[src/rtl/condicionador_botoes_pkg.sv]
// Shared definitions for the button conditioner: FSM state encoding and the
// default debounce / combo-window lengths (in clock cycles).
package pkg_botoes;

    localparam int unsigned DEBOUNCE_CICLOS_PADRAO = 500000;
    localparam int unsigned JANELA_COMBO_PADRAO    = 2500000;

    typedef enum logic [1:0] {
        OCIOSO    = 2'b00,
        ESPERA_B1 = 2'b01,
        ESPERA_B2 = 2'b10,
        LIBERA    = 2'b11
    } estado_t;

endpackage

[src/rtl/condicionador_botoes_debounce.sv]
// debounce_botao: synchroniser, debounce and press-edge detector for one button.
// Ports:
//   clk     - system clock
//   rst     - asynchronous, active-high reset
//   raw     - raw button pin (asynchronous)
//   estavel - debounced level, 1 = pressed
//   aperto  - one-cycle press event (rising edge of estavel)
module debounce_botao
    import pkg_botoes::*;
#(
    parameter int unsigned DEBOUNCE_CICLOS = DEBOUNCE_CICLOS_PADRAO,
    parameter bit          ATIVO_BAIXO     = 1'b1
) (
    input  logic clk,
    input  logic rst,
    input  logic raw,
    output logic estavel,
    output logic aperto
);

    localparam int unsigned CW = $clog2(DEBOUNCE_CICLOS) + 1;

    logic          p;
    logic          sinc1_q, sinc1_d;
    logic          sinc2_q, sinc2_d;
    logic          estavel_q, estavel_d;
    logic          atraso_q, atraso_d;
    logic [CW-1:0] cnt_q, cnt_d;

    // Normalise so that 1 always means pressed
    assign p = raw ^ ATIVO_BAIXO;

    // Next-state: a new level is accepted only after DEBOUNCE_CICLOS consecutive differing cycles
    always_comb begin
        sinc1_d   = p;
        sinc2_d   = sinc1_q;
        atraso_d  = estavel_q;
        estavel_d = estavel_q;
        cnt_d     = '0;
        if (sinc2_q != estavel_q) begin
            if (cnt_q == CW'(DEBOUNCE_CICLOS - 1)) begin
                estavel_d = sinc2_q;
            end else begin
                cnt_d = cnt_q + CW'(1);
            end
        end
    end

    // Everything resets to "pressed" so a button held through reset yields no event
    always_ff @(posedge clk or posedge rst) begin
        if (rst) begin
            sinc1_q   <= 1'b1;
            sinc2_q   <= 1'b1;
            estavel_q <= 1'b1;
            atraso_q  <= 1'b1;
            cnt_q     <= '0;
        end else begin
            sinc1_q   <= sinc1_d;
            sinc2_q   <= sinc2_d;
            estavel_q <= estavel_d;
            atraso_q  <= atraso_d;
            cnt_q     <= cnt_d;
        end
    end

    assign estavel = estavel_q;
    assign aperto  = estavel_q & ~atraso_q;

endmodule

[src/rtl/condicionador_botoes.sv]
// condicionador_botoes: debounces two pet buttons and turns each user action
// into a single-cycle pulse, merging near-simultaneous presses into a combo.
// Ports:
//   clk     - system clock
//   rst     - asynchronous, active-high reset
//   btn1    - raw button 1 pin
//   btn2    - raw button 2 pin
//   b1      - one-cycle pulse for button 1 / combo
//   b2      - one-cycle pulse for button 2 / combo
//   ocupado - high whenever the FSM is not idle
module condicionador_botoes
    import pkg_botoes::*;
#(
    parameter int unsigned DEBOUNCE_CICLOS = DEBOUNCE_CICLOS_PADRAO,
    parameter int unsigned JANELA_COMBO    = JANELA_COMBO_PADRAO,
    parameter bit          ATIVO_BAIXO     = 1'b1
) (
    input  logic clk,
    input  logic rst,
    input  logic btn1,
    input  logic btn2,
    output logic b1,
    output logic b2,
    output logic ocupado
);

    localparam int unsigned JW = $clog2(JANELA_COMBO) + 1;

    logic          estavel1, estavel2;
    logic          a1, a2;
    estado_t       estado_q, estado_d;
    logic [JW-1:0] janela_q, janela_d;
    logic          b1_q, b1_d;
    logic          b2_q, b2_d;
    logic          ocupado_q, ocupado_d;

    debounce_botao #(
        .DEBOUNCE_CICLOS (DEBOUNCE_CICLOS),
        .ATIVO_BAIXO     (ATIVO_BAIXO)
    ) u_deb1 (
        .clk     (clk),
        .rst     (rst),
        .raw     (btn1),
        .estavel (estavel1),
        .aperto  (a1)
    );

    debounce_botao #(
        .DEBOUNCE_CICLOS (DEBOUNCE_CICLOS),
        .ATIVO_BAIXO     (ATIVO_BAIXO)
    ) u_deb2 (
        .clk     (clk),
        .rst     (rst),
        .raw     (btn2),
        .estavel (estavel2),
        .aperto  (a2)
    );

    // Event FSM: wait a window for the other button, then pulse and hold in LIBERA until released
    always_comb begin
        estado_d = estado_q;
        janela_d = janela_q;
        b1_d     = 1'b0;
        b2_d     = 1'b0;
        case (estado_q)
            OCIOSO: begin
                if (a1 && a2) begin
                    b1_d     = 1'b1;
                    b2_d     = 1'b1;
                    estado_d = LIBERA;
                end else if (a1) begin
                    janela_d = '0;
                    estado_d = ESPERA_B1;
                end else if (a2) begin
                    janela_d = '0;
                    estado_d = ESPERA_B2;
                end
            end
            ESPERA_B1: begin
                if (a2) begin
                    b1_d     = 1'b1;
                    b2_d     = 1'b1;
                    estado_d = LIBERA;
                end else if (janela_q == JW'(JANELA_COMBO - 1)) begin
                    b1_d     = 1'b1;
                    estado_d = LIBERA;
                end else begin
                    janela_d = janela_q + JW'(1);
                end
            end
            ESPERA_B2: begin
                if (a1) begin
                    b1_d     = 1'b1;
                    b2_d     = 1'b1;
                    estado_d = LIBERA;
                end else if (janela_q == JW'(JANELA_COMBO - 1)) begin
                    b2_d     = 1'b1;
                    estado_d = LIBERA;
                end else begin
                    janela_d = janela_q + JW'(1);
                end
            end
            LIBERA: begin
                // Presses here are dropped, so a held button never repeats
                if (!estavel1 && !estavel2) begin
                    estado_d = OCIOSO;
                end
            end
            default: estado_d = LIBERA;
        endcase
        ocupado_d = (estado_d != OCIOSO);
    end

    // State and output registers
    always_ff @(posedge clk or posedge rst) begin
        if (rst) begin
            estado_q  <= LIBERA;
            janela_q  <= '0;
            b1_q      <= 1'b0;
            b2_q      <= 1'b0;
            ocupado_q <= 1'b1;
        end else begin
            estado_q  <= estado_d;
            janela_q  <= janela_d;
            b1_q      <= b1_d;
            b2_q      <= b2_d;
            ocupado_q <= ocupado_d;
        end
    end

    assign b1      = b1_q;
    assign b2      = b2_q;
    assign ocupado = ocupado_q;

endmodule

[config.mk]
export PLATFORM = sky130hd
export DESIGN_NAME = condicionador_botoes
export DESIGN_NICKNAME = d
export VERILOG_FILES = /design/src/rtl/condicionador_botoes_pkg.sv /design/src/rtl/condicionador_botoes_debounce.sv /design/src/rtl/condicionador_botoes.sv
export SDC_FILE = /design/constraint.sdc
export NUM_CORES = 1
export LEC_CHECK = 0
export BUFFER_PORTS_ARGS = -buffer_cell sky130_fd_sc_hd__clkbuf_2
export CAP_MARGIN = 20
export CORE_MARGIN = 3
export CORE_UTILIZATION = 58
export DETAILED_ROUTE_END_ITERATION = 10
export GPL_TIMING_DRIVEN = 0
export HOLD_SLACK_MARGIN = 0.05
export MAX_ROUTING_LAYER = met4
export PLACE_DENSITY_LB_ADDON = 0.2
export REMOVE_ABC_BUFFERS = 1
export SETUP_SLACK_MARGIN = 0.2
export SYNTH_ARGS = -nofsm -noshare
export SYNTH_HDL_FRONTEND = slang
export SYNTH_HIERARCHICAL = 1
export SYNTH_SLANG_ARGS = --single-unit
[constraint.sdc]
create_clock -name clk -period 3.3 [get_ports clk]
set_input_delay 0.165 -clock clk [delete_from_list [all_inputs] [get_ports clk]]
set_output_delay 0.165 -clock clk [all_outputs]
set_load 0.005 [all_outputs]
==> run summary, run 1 <==
Result of the run - completed
Fraction of registers with async set/reset - 1.000
Sequential group share of total power - 0.582
Die Footprint - 0.008082 mm^2
Via count of the routed design - 3,049
Number of global-route vias before repair - 2,931
Combinational power share - 0.030
# IOs - 7
Clock share of power - 0.388
Leftover overflow at the end of global routing - 0
Crit path max fanout - 14
Final worst-path cycle share - 0.8209
Post-CTS resize count - 0
Switching power share of the total - 0.2216
Leading cell types by total area after synthesis - sky130_fd_sc_hd__dfrtp_1, sky130_fd_sc_hd__xnor2_1, sky130_fd_sc_hd__dfstp_2
Final #Nets - 435
Ranking of synthesized cells by instance count - sky130_fd_sc_hd__dfrtp_1, sky130_fd_sc_hd__nor2_1, sky130_fd_sc_hd__xnor2_1
Total power - 1.633 mW
Final Core Density - 0.6695
Number of DRC violations after detailed-routing iteration 0 - 167
H-tree level count - 3
Post-detail-place hpwl - 5162 um
Internal Dissipation - 1.271 mW
Arrival time worst endpoint - 2.95 ns
Synth Register Bits - 76
Count of filler cells inserted in the layout - 516
Number of inserted diodes - 0
Busiest metal layer after global routing - met2
Height of the die - 89.90 um
Unrepaired setup endpoints after global routing - no
Final setup vio count - 0
Worst R2R Setup Slack - 0.59 ns
Max-cap check violation count - 0
GRT met3 Usage - 0.03255
Kind of critical path - reg -> reg
Gate count of the mapped netlist - 412
Transition at the pin with the smallest max-transition slack - 0.8943 ns
Crit path launch type - register
X dimension of the die - 89.90 um
Share of final-layout standard cells stronger than drive strength 1 - 0.1235
Total of hold buffers inserted after clock tree synthesis - 2
Non-filler cells in the finished layout - 522
Routed wire length - 7756 um
Number of detailed-route iterations in the first pass - 4
Post-CTS setup buffer count - 0
Number of routed nets with antenna violations - 0
Final-layout setup total negative slack - 0 ns
Vias per std cell - 5.841
Clock tree from TritonCTS - yes
Depth of the worst register-to-register path - 6
Most repeated cell in the gate-level netlist after synthesis - sky130_fd_sc_hd__dfrtp_1
Unique masters post-synth - 55
Critical path required time - 3.54 ns
Leakage power total - 1.775 nW
Met2 demand-to-capacity share in global routing - 0.3327
Pre-CTS WS - 0.6200 ns
Number of enable flip-flop cells after synthesis - 0
Synth top area share - 0.3984
Clock insertion delay at the later pin of the skew report - 0.34 ns
Switching Power - 0.3617 mW
Final setup slack of the worst path - 0.5911 ns
Antenna violations before repair - 0
Worst Hold Margin - 0.3242 ns
Number of max-slew violations in the final report - 0
Path category of the worst min-delay check - in -> async
Overall track demand over capacity in global routing - 0.2107
Clock period minus final worst setup slack - 2.709 ns
First-pass GRT wire length - 13,750 um
CTS Sinks - 76
Maximum clock rate - 0.3692 GHz
Longest Clk Path Bufs - 2
Drc violations - 0
Layout Cell Area excl Fill - 0.004397 mm^2
Post-Place Cells - 502
Cell at the root of the clock tree - sky130_fd_sc_hd__clkbuf_8
Syn_area_per_cell - 9.909 um^2
Pin count of the biggest net entering global routing - 29
Area growth, synth to finish - 7.692%
PortBufs - 6
Post-DP Area - 0.004167 mm^2
Slew margin rel. - 0.4031
Element type at the critical path end - register
Final hold violations - 0
Met1 demand-to-capacity share in global routing - 0.2794
Post-synthesis cell type with the largest combined area - sky130_fd_sc_hd__dfrtp_1
IR Drop Worst-Case VDD - 293.1 uV
Inserted Clock Buffers - 9
Syn. warnings - 6
Post-synthesis cell area - 0.004083 mm^2
Routed length per instance - 14.86 um
Sequential element share of the synthesized area - 0.4692
Startpoint of the worst-slack reg-to-reg timing path - estado_q[1]$_DFF_PP1_
Effective utilization at floorplan - 0.6216
Placeable core area - 0.006568 mm^2
Clock-pin slew of the registers on the worst-case setup and hold paths - 0.07 ns
Pwr dens - 371.3 mW/mm^2
Final GP Congestion - 0.8179
Site row count - 29
Worst reg2reg path endpoint - janela_q[9]$_DFFE_PP0P_
Worst clock skew - 0.01046 ns
Most used DFF post-synth - sky130_fd_sc_hd__dfrtp_1
==> cells by family after synthesis <==
family,synth area share
AND/OR/NAND/NOR,0.2774
flip-flops,0.4692
AO/OA/AOI/OAI,0.09685
XOR/XNOR,0.08366
buffers and inverters,0.03371
multiplexers,0.01778
adder cells (fa/ha/maj),0.02145
==> power by group through the flow <==
stage | logic, mW | clock network, mW | registers [mW]
after detailed placement | 0.0446 | 0 | 0.967
after global routing | 0.0576 | 0.699 | 0.951
after floorplan | 0.0319 | 0 | 0.965
after CTS | 0.0465 | 0.646 | 0.950
after global placement | 0.0430 | 0 | 0.966
final | 0.0492 | 0.634 | 0.950
==> critical path, cell delays in order (launching register included) <==
cell and delay (ns):
sky130_fd_sc_hd__dfstp_2 0.56, sky130_fd_sc_hd__inv_1 0.07, sky130_fd_sc_hd__ha_1 0.60, sky130_fd_sc_hd__inv_1 0.28
sky130_fd_sc_hd__a2111o_1 0.48, sky130_fd_sc_hd__or2_4 0.31, sky130_fd_sc_hd__o41ai_2 0.30
==> layout by cell type (no fill, tap or decap), drive strengths merged, types with 8 or more instances in the layout <==
master / n
nor2: 58
nand2: 23
nand4: 16
xnor2: 35
dfrtp: 65
a21oi: 18
nand3: 21
nor3: 13
dfstp: 11
inv: 20
or3: 8
nor4: 21
o21ai: 19
clkbuf: 20
==> registers in the layout, summed over array words and instances, names as in the netlist, 2 cells and up <==
register,count
u_deb1/cnt_q,20
u_deb2/cnt_q,20
janela_q,23
estado_q,2
==> area by class of cell <==
class | count | area, um^2 | area share
multi-input combinational | 307 | 2029 | 0.4616
inverter | 20 | 75.07 | 0.01707
timing repair buffer | 10 | 87.58 | 0.01992
tap | 93 | 116.4 | 0.02647
clock buffer | 14 | 162.7 | 0.03699
sequential | 76 | 1916 | 0.4357
clock inverter | 2 | 10.01 | 0.002277
==> routing by layer <==
layer	wire length, um	vias to the layer above	part of all wire
li1	-	1508	-
met4	91	0	0.012
met5	0	-	0
met3	193	7	0.025
met1	3701	1492	0.48
met2	3770	42	0.49
==> worst max path at each step <==
stage	start	endpoint	slack, ns	depth (start not counted)
3_3_place_gp	estado_q[1]$_DFF_PP1_	janela_q[9]$_DFFE_PP0P_	0.67	6
2_1_floorplan	estado_q[1]$_DFF_PP1_	janela_q[9]$_DFFE_PP0P_	1.06	6
5_1_grt	u_deb1/estavel$_DFFE_PP1P_	janela_q[20]$_DFFE_PP0P_	0.43	6
4_1_cts	estado_q[1]$_DFF_PP1_	janela_q[9]$_DFFE_PP0P_	0.59	6
6_report	estado_q[1]$_DFF_PP1_	janela_q[9]$_DFFE_PP0P_	0.59	6
3_5_place_dp	estado_q[1]$_DFF_PP1_	janela_q[9]$_DFFE_PP0P_	0.62	6
No activity file was read; power rests on OpenSTA's default activity.
==> run 2: changes to the inputs <==
clock period = 2.6 ns   (was 3.3 ns; I/O delays follow)
==> run 2 against run 1 <==
  * Clock skew decreased by 0.00078 ns
  * Register-to-register slack got worse by 0.28 ns
  * Cell count increased by 1.5%
  * Non-clock buffer count increased by 8
  * Critical path depth unchanged
  * Critical path type unchanged
  * Critical endpoint unchanged
  * Largest cell class unchanged
  * Highest routed layer unchanged
==> run summary, run 2 (synthesis results as in run 1) <==
Result of the run - completed
Leftover overflow at the end of global routing - 0
Worst clock skew - 0.009677 ns
Routed length per instance - 14.72 um
Maximum clock rate - 0.4370 GHz
Pwr dens - 460.6 mW/mm^2
Share of final-layout standard cells stronger than drive strength 1 - 0.1533
Routed wire length - 7800 um
Final hold violations - 0
Pre-CTS WS - -0.07997 ns
Multi-input gate area in the final layout - 0.002067 mm^2
Drc violations - 0
Switching Power - 0.4591 mW
Clock share of power - 0.388
Crit path max fanout - 6
Number of flip-flops in the largest register - 23
First-pass GRT wire length - 13,780 um
Startpoint of the worst-slack reg-to-reg timing path - estado_q[1]$_DFF_PP1_
Number of detailed-route iterations in the first pass - 4
Transition at the pin with the smallest max-transition slack - 0.8955 ns
Number of DRC violations after detailed-routing iteration 0 - 181
Leading cell type in the layout, fill and taps excluded - sky130_fd_sc_hd__dfrtp_1
Pin count of the biggest net entering global routing - 29
Inserted Clock Buffers - 9
Final worst-path cycle share - 0.8801
Die Footprint - 0.008082 mm^2
Flip-flop and latch area - 0.001916 mm^2
Clock insertion delay at the later pin of the skew report - 0.34 ns
Overall track demand over capacity in global routing - 0.2113
Effective utilization at floorplan - 0.6216
Final setup vio count - 0
Height of the die - 89.90 um
Final GP Congestion - 0.8179
CTS Sinks - 76
Post-detail-place hpwl - 5162 um
Vias per std cell - 5.798
Cell at the root of the clock tree - sky130_fd_sc_hd__clkbuf_8
Post-DP Area - 0.004167 mm^2
Crit path launch type - register
Biggest registers after layout - janela_q (23), u_deb1/cnt_q (20), u_deb2/cnt_q (20)
Slew margin rel. - 0.4023
# IOs - 7
Count of filler cells inserted in the layout - 501
Sequential group share of total power - 0.582
Number of inserted diodes - 0
Via count of the routed design - 3,073
Max-cap check violation count - 0
Worst Hold Margin - 0.2908 ns
Final setup slack of the worst path - 0.3118 ns
Final #Nets - 443
PortBufs - 6
Placeable core area - 0.006568 mm^2
Element type at the critical path end - register
Number of max-slew violations in the final report - 0
Antenna violations before repair - 0
Number of routed nets with antenna violations - 0
Critical path required time - 2.84 ns
H-tree level count - 3
Endpoint of the worst setup timing path - janela_q[9]$_DFFE_PP0P_
X dimension of the die - 89.90 um
Clock tree from TritonCTS - yes
Number of global-route vias before repair - 2,949
Depth of the worst register-to-register path - 6
Clock period minus final worst setup slack - 2.288 ns
Arrival time worst endpoint - 2.53 ns
Unrepaired setup endpoints after global routing - no
Timing startpoint of the critical path - estado_q[1]$_DFF_PP1_
Longest Clk Path Bufs - 2
Clock-pin slew of the registers on the worst-case setup and hold paths - 0.07 ns
Kind of critical path - reg -> reg
Path category of the worst min-delay check - in -> async
Site row count - 29
Top library cells by usage in the layout, fill and taps aside - sky130_fd_sc_hd__dfrtp_1, sky130_fd_sc_hd__nor2_1, sky130_fd_sc_hd__xnor2_1, sky130_fd_sc_hd__nand2_1, sky130_fd_sc_hd__nand3_1
Register with the most flip-flops - janela_q
Leakage power total - 1.815 nW
Internal Dissipation - 1.613 mW
Worst R2R Setup Slack - 0.31 ns
Layout Cell Area excl Fill - 0.004498 mm^2
Area growth, synth to finish - 10.17%
IR Drop Worst-Case VDD - 371.8 uV
Switching power share of the total - 0.2216
Worst reg2reg path endpoint - janela_q[9]$_DFFE_PP0P_
Combinational power share - 0.030
==> run 2: cell types whose count changed in the layout (fill, tap and decap cells not counted), sizes merged <==
cell      before  now
buf            1    9
clkinvlp       0    1
inv           20   19
==> run 2: worst max-delay path, stage by stage (launching register included) <==
cell and delay [ns]:
sky130_fd_sc_hd__dfstp_2 0.56, sky130_fd_sc_hd__inv_1 0.10, sky130_fd_sc_hd__ha_4 0.32, sky130_fd_sc_hd__clkinvlp_4 0.15, sky130_fd_sc_hd__a2111o_1 0.47, sky130_fd_sc_hd__or2_4 0.30
sky130_fd_sc_hd__o41ai_2 0.30
==> run 2: power groups by stage <==
stage / Sequential (mW) / Clock (mW) / Combinational (mW)
finish: 1.21 / 0.804 / 0.0625
floorplan: 1.23 / 0 / 0.0405
detailed placement: 1.23 / 0 / 0.0566
global route: 1.21 / 0.887 / 0.0731
global placement: 1.23 / 0 / 0.0546
CTS: 1.21 / 0.820 / 0.0602
==> run 2: per-stage QoR <==
step                  util  power [mW]  cells  TNS [ns]
finish              0.6849       2.072    530         0
global route        0.6849       2.166    530         0
CTS                 0.6691       2.086    521         0
detailed placement  0.6344       1.284    502  -0.07997
global placement    0.6344       1.281    502  -0.03377
floorplan                -       1.266    403         0
==> run 2: cell type report <==
| type | count | area share |
|---|---|---|
| Clock buffer | 14 | 0.03616 |
| Clock inverter | 2 | 0.002225 |
| Inverter | 20 | 0.01752 |
| Multi-Input combinational cell | 307 | 0.4595 |
| Sequential cell | 76 | 0.4259 |
| Tap cell | 93 | 0.02587 |
| Timing Repair Buffer | 18 | 0.03282 |
==> run 2: layer usage <==
layer | up-vias | part of all wire | GRT usage
met5 | - | 0 | -
met4 | 0 | 0.015 | 0.07781
met3 | 10 | 0.023 | 0.03255
met2 | 42 | 0.48 | 0.3346
met1 | 1502 | 0.48 | 0.2783
li1 | 1519 | - | -
==> run 2: worst min-delay path by stage <==
stage                                   from                   endpoint  slack [ns]  depth (start not counted)
floorplan                                rst  u_deb1/cnt_q[0]$_DFF_PP0_        0.14                          1
global placement                        btn1   u_deb1/sinc1_q$_DFF_PP1_        0.24                          2
detailed placement                      btn2   u_deb2/sinc1_q$_DFF_PP1_        0.24                          2
CTS                 u_deb2/sinc1_q$_DFF_PP1_   u_deb2/sinc2_q$_DFF_PP1_        0.36                          0
global route                             rst               b1$_DFF_PP0_        0.32                          3
finish                                   rst   janela_q[18]$_DFFE_PP0P_        0.29                          3
==> run 2: timing repair <==
action / 4_1_cts / 5_1_grt
endpoints found under the setup margin: 23 / 4
hold endpoints to repair: 42 / 0
pin swaps: 0 / 2
hold buffers: 3 / 0
resized for setup: 7 / 4
setup buffers: 0 / 8
